--- config.mk ---
export PLATFORM = sky130hd
export DESIGN_NAME = prbs_multi_gen
export DESIGN_NICKNAME = d
export VERILOG_FILES = /design/src/rtl/prbs_multi_gen.sv
export SDC_FILE = /design/constraint.sdc
export NUM_CORES = 1
export LEC_CHECK = 0
export ABC_AREA = 1
export CORE_UTILIZATION = 52
export DETAILED_ROUTE_END_ITERATION = 8
export PLACE_DENSITY = 0.77
export SLEW_MARGIN = 5
export SYNTH_ARGS = -nofsm -noshare
export SYNTH_HDL_FRONTEND = slang
export SYNTH_SLANG_ARGS = --single-unit
--- constraint.sdc ---
create_clock -name clk -period 3.3 [get_ports clk]
set_clock_uncertainty 0.2 [all_clocks]
set_input_delay 0.66 -clock clk [delete_from_list [all_inputs] [get_ports clk]]
set_output_delay 0.66 -clock clk [all_outputs]
set_load 0.02 [all_outputs]
--- src/rtl/prbs_multi_gen.sv ---
// Multi-lane PRBS7/9/15/23/31 generator on a valid/ready stream.
// Ports: clk, rst (async, active-high); mode/start/stop/err_inject control;
//   out_valid/out_ready/data_out stream; busy and word_count status.
// Optional feature: define PRBS_ERR_INJ_EN to enable one-shot error injection.
module prbs_multi_gen #(
   parameter int DATA_WIDTH  = 8,
   parameter int NUM_LANES   = 1,
   parameter int COUNT_WIDTH = 32
) (
   input  logic                            clk,
   input  logic                            rst,
   input  logic [2:0]                      mode,
   input  logic                            start,
   input  logic                            stop,
   input  logic                            err_inject,
   output logic                            out_valid,
   input  logic                            out_ready,
   output logic [NUM_LANES*DATA_WIDTH-1:0] data_out,
   output logic                            busy,
   output logic [COUNT_WIDTH-1:0]          word_count
);

   localparam int DW = DATA_WIDTH;
   localparam int NL = NUM_LANES;

   typedef enum logic [1:0] {
      IDLE,
      RUN,
      DRAIN
   } state_t;

   state_t           state_q, state_d;
   logic [2:0]       mode_q;
   logic [2:0]       msel;
   logic [4:0]       tap_hi, tap_lo;
   logic             inv;
   logic [30:0]      lfsr_q [NL];
   logic [30:0]      lfsr_d [NL];
   logic [30:0]      s;
   logic             fb;
   logic [NL*DW-1:0] data_q, word_d, err_mask;
   logic [COUNT_WIDTH-1:0] cnt_q;
   logic             load, seed, count_en, accept;

   assign accept     = out_valid && out_ready;
   assign out_valid  = (state_q != IDLE);
   assign busy       = (state_q != IDLE);
   assign data_out   = data_q;
   assign word_count = cnt_q;

   always_comb begin
      state_d  = state_q;
      load     = 1'b0;
      seed     = 1'b0;
      count_en = 1'b0;
      unique case (state_q)
         IDLE: begin
            if (start && !stop) begin
               state_d = RUN;
               load    = 1'b1;
               seed    = 1'b1;
            end
         end
         RUN: begin
            if (accept) begin
               count_en = 1'b1;
               if (stop) state_d = IDLE;
               else      load    = 1'b1;
            end else if (stop) begin
               state_d = DRAIN;
            end
         end
         DRAIN: begin
            if (accept) begin
               count_en = 1'b1;
               state_d  = IDLE;
            end
         end
         default: state_d = IDLE;
      endcase
   end

   // A start uses the live mode input; otherwise the latched one.
   assign msel = seed ? mode : mode_q;

   // Tap indices are (W-1, T-1); long patterns are sent inverted.
   always_comb begin
      tap_hi = 5'd30;
      tap_lo = 5'd27;
      inv    = 1'b1;
      unique case (msel)
         3'd0: begin tap_hi = 5'd6;  tap_lo = 5'd5;  inv = 1'b0; end
         3'd1: begin tap_hi = 5'd8;  tap_lo = 5'd4;  inv = 1'b0; end
         3'd2: begin tap_hi = 5'd14; tap_lo = 5'd13; end
         3'd3: begin tap_hi = 5'd22; tap_lo = 5'd17; end
         default: ;
      endcase
   end

   // Full word of DW steps per lane; first step lands in the lane MSB.
   always_comb begin
      word_d = '0;
      s      = '0;
      fb     = 1'b0;
      for (int i = 0; i < NL; i++) begin
         s = seed ? (31'h7FFFFFFF ^ 31'(i)) : lfsr_q[i];
         for (int b = DW - 1; b >= 0; b--) begin
            fb = s[tap_hi] ^ s[tap_lo];
            s  = {s[29:0], fb};
            word_d[i*DW + b] = fb ^ inv;
         end
         lfsr_d[i] = s;
      end
   end

`ifdef PRBS_ERR_INJ_EN
   logic err_arm_q;
   logic flip;

   // A pulse arriving with the load itself is honoured directly.
   assign flip = seed ? err_inject : (err_arm_q | err_inject);

   always_comb begin
      err_mask         = '0;
      err_mask[DW-1]   = flip;
   end

   always_ff @(posedge clk or posedge rst) begin
      if (rst)              err_arm_q <= 1'b0;
      else if (load)        err_arm_q <= 1'b0;
      else if (err_inject)  err_arm_q <= 1'b1;
   end
`else
   logic unused_err;
   assign unused_err = err_inject;
   assign err_mask   = '0;
`endif

   always_ff @(posedge clk or posedge rst) begin
      if (rst) begin
         state_q <= IDLE;
         mode_q  <= 3'd0;
         data_q  <= '0;
         cnt_q   <= '0;
         for (int i = 0; i < NL; i++)
            lfsr_q[i] <= 31'h7FFFFFFF ^ 31'(i);
      end else begin
         state_q <= state_d;
         if (seed) mode_q <= mode;
         if (load) begin
            data_q <= word_d ^ err_mask;
            for (int i = 0; i < NL; i++)
               lfsr_q[i] <= lfsr_d[i];
         end
         if (seed)          cnt_q <= '0;
         else if (count_en) cnt_q <= cnt_q + 1'b1;
      end
   end

endmodule

==> results.yml <==
timing:
  max_freq_ghz: 0.262
  hold_slack_ns: 0.281
  slew_headroom_pct: 62.2
  worst_slack_ns: -0.518
  worst_slew_pin_slew_ns: 0.562
  setup_viol: 17
  min_period_over_period_pct: 116
  hold_viol_final: 0
  slew_viol_final: 0
  rsz0062_at_grt: "true"
  period_minus_slack_ns: 3.82
floorplanning:
  coreArea_um2: 9420
  dieArea_um2: 10300
  ios: 51
  die_y_um: 102
  rows: 35
  die_w_um: 102
  initial_core_util_pct: 54.7
final_layout:
  layout-drive-gt1-share_pct: 37.6
  postLayoutCellArea_um2: 7780
  final.fill_count: 589
  syn_to_final_growth_pct: 50.9
  diodes: 0
  stdcell_count: 1081
  nNetsFinal: 961
cts:
  cts_tree: "done"
  cts_root_buf: "clkbuf_8"
  htreeDepth: 3
  clkSlewWorstSetupHoldPaths_ns: 0.09
  cts_hold_buf: 0
  insertion_delay_ns: 0.36
  numCtsBuffers: 9
  cts.sinks: 76
  cts_max_path_buffers: 2
drt:
  drt-pass1-iter-count: 5
  vias: 6269
  ant_nets: 0
  via_per_inst: 5.80
  drc_errors: 0
  wl_per_cell_um: 18.8
  drt_iter0_markers: 508
  wirelength_um: 20300
synth:
  synth_top_area_cell: "dfrtp_1"
  netlist.area_leader.share_pct: 21.8
  yosys-top-cells-area: "dfrtp_1, dfstp_2, nand2_1"
  yosysWarnings: 0
  ys.flop_type: "dfrtp_1"
  syn_inst: 748
  synth_cell_types: 47
  synth_common_cells: "nand2_1, inv_1, o21ai_0"
  post-synth-top-count-cell: "nand2_1"
  ys_async_sr_fraction_pct: 100
  synth_nets: 762
  syn_avg_cell_area_um2: 6.89
  netlist_area_um2: 5150
  synth-seq-cells: 76
  yosysSeqAreaShare_pct: 37.7
  synth_edf_count: 0
worst_setup_path:
  critPathSlowestCell: "dfrtp_1"
  endpoint_kind: "register"
  path_common_cell: "buf_4"
  r2r_start: "state_q[1]$_DFFE_PP0P_"
  crit_fanout: 4
  r2r-end: "word_count[23]$_DFFE_PP0P_"
  worstPathRequired_ns: 3.35
  cp-start-kind: "register"
  critPathKind: "reg2reg"
  cp_slowest_stage_delay_ns: 0.38
  rrSetupSlack_ns: -0.52
  crit_arrival_ns: 3.87
  reg2regPathDepth: 27
power:
  p_sw_uw: 4280
  p_total_uw: 8840
  pwr_density_cell_nw_per_um2: 1140
  internal_power_uw: 4560
  p_clk_share_pct: 9.5
  cellLeakagePower_uw: 0.00386
  p_comb_share_pct: 73.2
  switching_share_pct: 48.4
  ir_drop_v: 0.000548
  seqPwrFrac_pct: 17.3
place:
  io_buffer_count: 49
  hpwl_um: 11600
  pre_cts_ws_ns: -0.876
  dp_cells: 1010
  post_dp_cell_area_um2: 6540
  finalWeightedCongestion: 0.981
global_route:
  grt_usage_pct: 37.0
  antenna_found_initial: 0
  grt_start_max_net_pins: 77
  grt_pass1_wl_um: 29100
  grt_pass1_vias: 5789
  grt_overflow: 0
min_path:
  min_path_cells: 2
  hold_end: "lfsr_q[3]$_DFFE_PP1P_"
  min_from: "lfsr_q[3]$_DFFE_PP1P_"
  hold_path.class: "reg2reg"
flow_run:
  cap_violations: 0
outcome:
  violations: "setup timing"
  outcome: "complete, but fails checks"
critical path: cells and delay by family, from the launching register on:
kind	cells	cell delay, ns
AOI/OAI and AO/OA	1	0.26
adders and majority gates	1	0.18
DFF	1	0.38
buffers and inverters	13	1.17
and+or+nand+nor	12	1.51
metrics by stage:
step           utilization, %  TNS [ns]
2_1_floorplan               -   -0.0107
3_3_place_gp             69.5     -9.00
3_5_place_dp             69.5    -10.43
6_report                 82.6     -4.01
4_1_cts                  77.3    -0.552
5_1_grt                  82.6     -7.01
layer usage:
| metal | global-route usage [%] | routed length, µm |
|---|---|---|
| met1 | 48.7 | 7880 |
| met2 | 60.1 | 9540 |
| met3 | 6.42 | 1800 |
| met4 | 16.1 | 1050 |
| met5 | 0 | 0 |
power by group through the flow:
stage / Clock, µW / Sequential [µW] / Combinational [µW]
3_3_place_gp: 0 / 1510 / 5100
4_1_cts: 836 / 1510 / 5490
3_5_place_dp: 0 / 1530 / 5120
6_report: 842 / 1530 / 6470
5_1_grt: 880 / 1560 / 6960
2_1_floorplan: 0 / 1580 / 2970
worst max path at each step:
| stage | startpoint | to | slack [ns] | cells after the start |
|---|---|---|---|---|
| 2_1_floorplan | state_q[0]$_DFFE_PP0P_ | word_count[31]$_DFFE_PP0P_ | -0.006 | 27 |
| 3_3_place_gp | stop | data_out[0]$_DFFE_PP0P_ | -0.87 | 31 |
| 3_5_place_dp | stop | data_out[1]$_DFFE_PP0P_ | -0.88 | 27 |
| 4_1_cts | state_q[0]$_DFFE_PP0P_ | data_out[0]$_DFFE_PP0P_ | -0.13 | 30 |
| 5_1_grt | state_q[1]$_DFFE_PP0P_ | word_count[23]$_DFFE_PP0P_ | -0.66 | 27 |
| 6_report | state_q[1]$_DFFE_PP0P_ | word_count[23]$_DFFE_PP0P_ | -0.52 | 27 |
flip-flops by register name (all words and copies together) (netlist names):
signal and flops:
data_out 8, lfsr_q 31, mode_q 3, state_q 2
word_count 32
timing repair:
action | CTS | global route
endpoints found under the setup margin | 13 | 20
resized for setup | 42 | 110
buffers inserted | 42 | 18
pin swaps | 5 | 28
gates cloned | 2 | 2
layout make-up:
class | count | area (µm²) | area share (%)
clock buffer | 10 | 128 | 1.64
clock inverter | 6 | 95.1 | 1.22
inverter | 118 | 464 | 5.97
multi-input combinational | 523 | 3040 | 39.1
sequential | 76 | 1940 | 25.0
tap | 129 | 161 | 2.08
timing repair buffer | 219 | 1950 | 25.0
cell usage in the layout, fill, tap and decap left out, types with 10 or more instances in the layout:
| cell type | netlist | routed |
|---|---|---|
| a21oi_1 | 36 | 30 |
| buf_4 | 5 | 143 |
| buf_6 | 4 | 20 |
| clkdlybuf4s50_1 | 0 | 47 |
| dfrtp_1 | 45 | 45 |
| dfstp_2 | 31 | 31 |
| inv_1 | 113 | 99 |
| inv_2 | 4 | 11 |
| nand2_1 | 211 | 176 |
| nand2_2 | 9 | 38 |
| nand3_1 | 57 | 38 |
| nand3_2 | 4 | 19 |
| nand4_1 | 14 | 14 |
| nor2_1 | 46 | 30 |
| nor2_2 | 1 | 11 |
| o211ai_1 | 10 | 10 |
| o21ai_0 | 62 | 56 |
cells by family (layout without fill, tap and decap cells):
logic type	count (synthesis)	count (layout)	synth area share [%]
flip-flops	76	76	37.7
AND/OR/NAND/NOR	371	372	32.2
adder cells (fa/ha/maj)	5	5	1.21
AO/OA/AOI/OAI	146	146	16.6
buffers and inverters	150	353	12.3
Note: power is estimated with default switching activity, not from simulation.
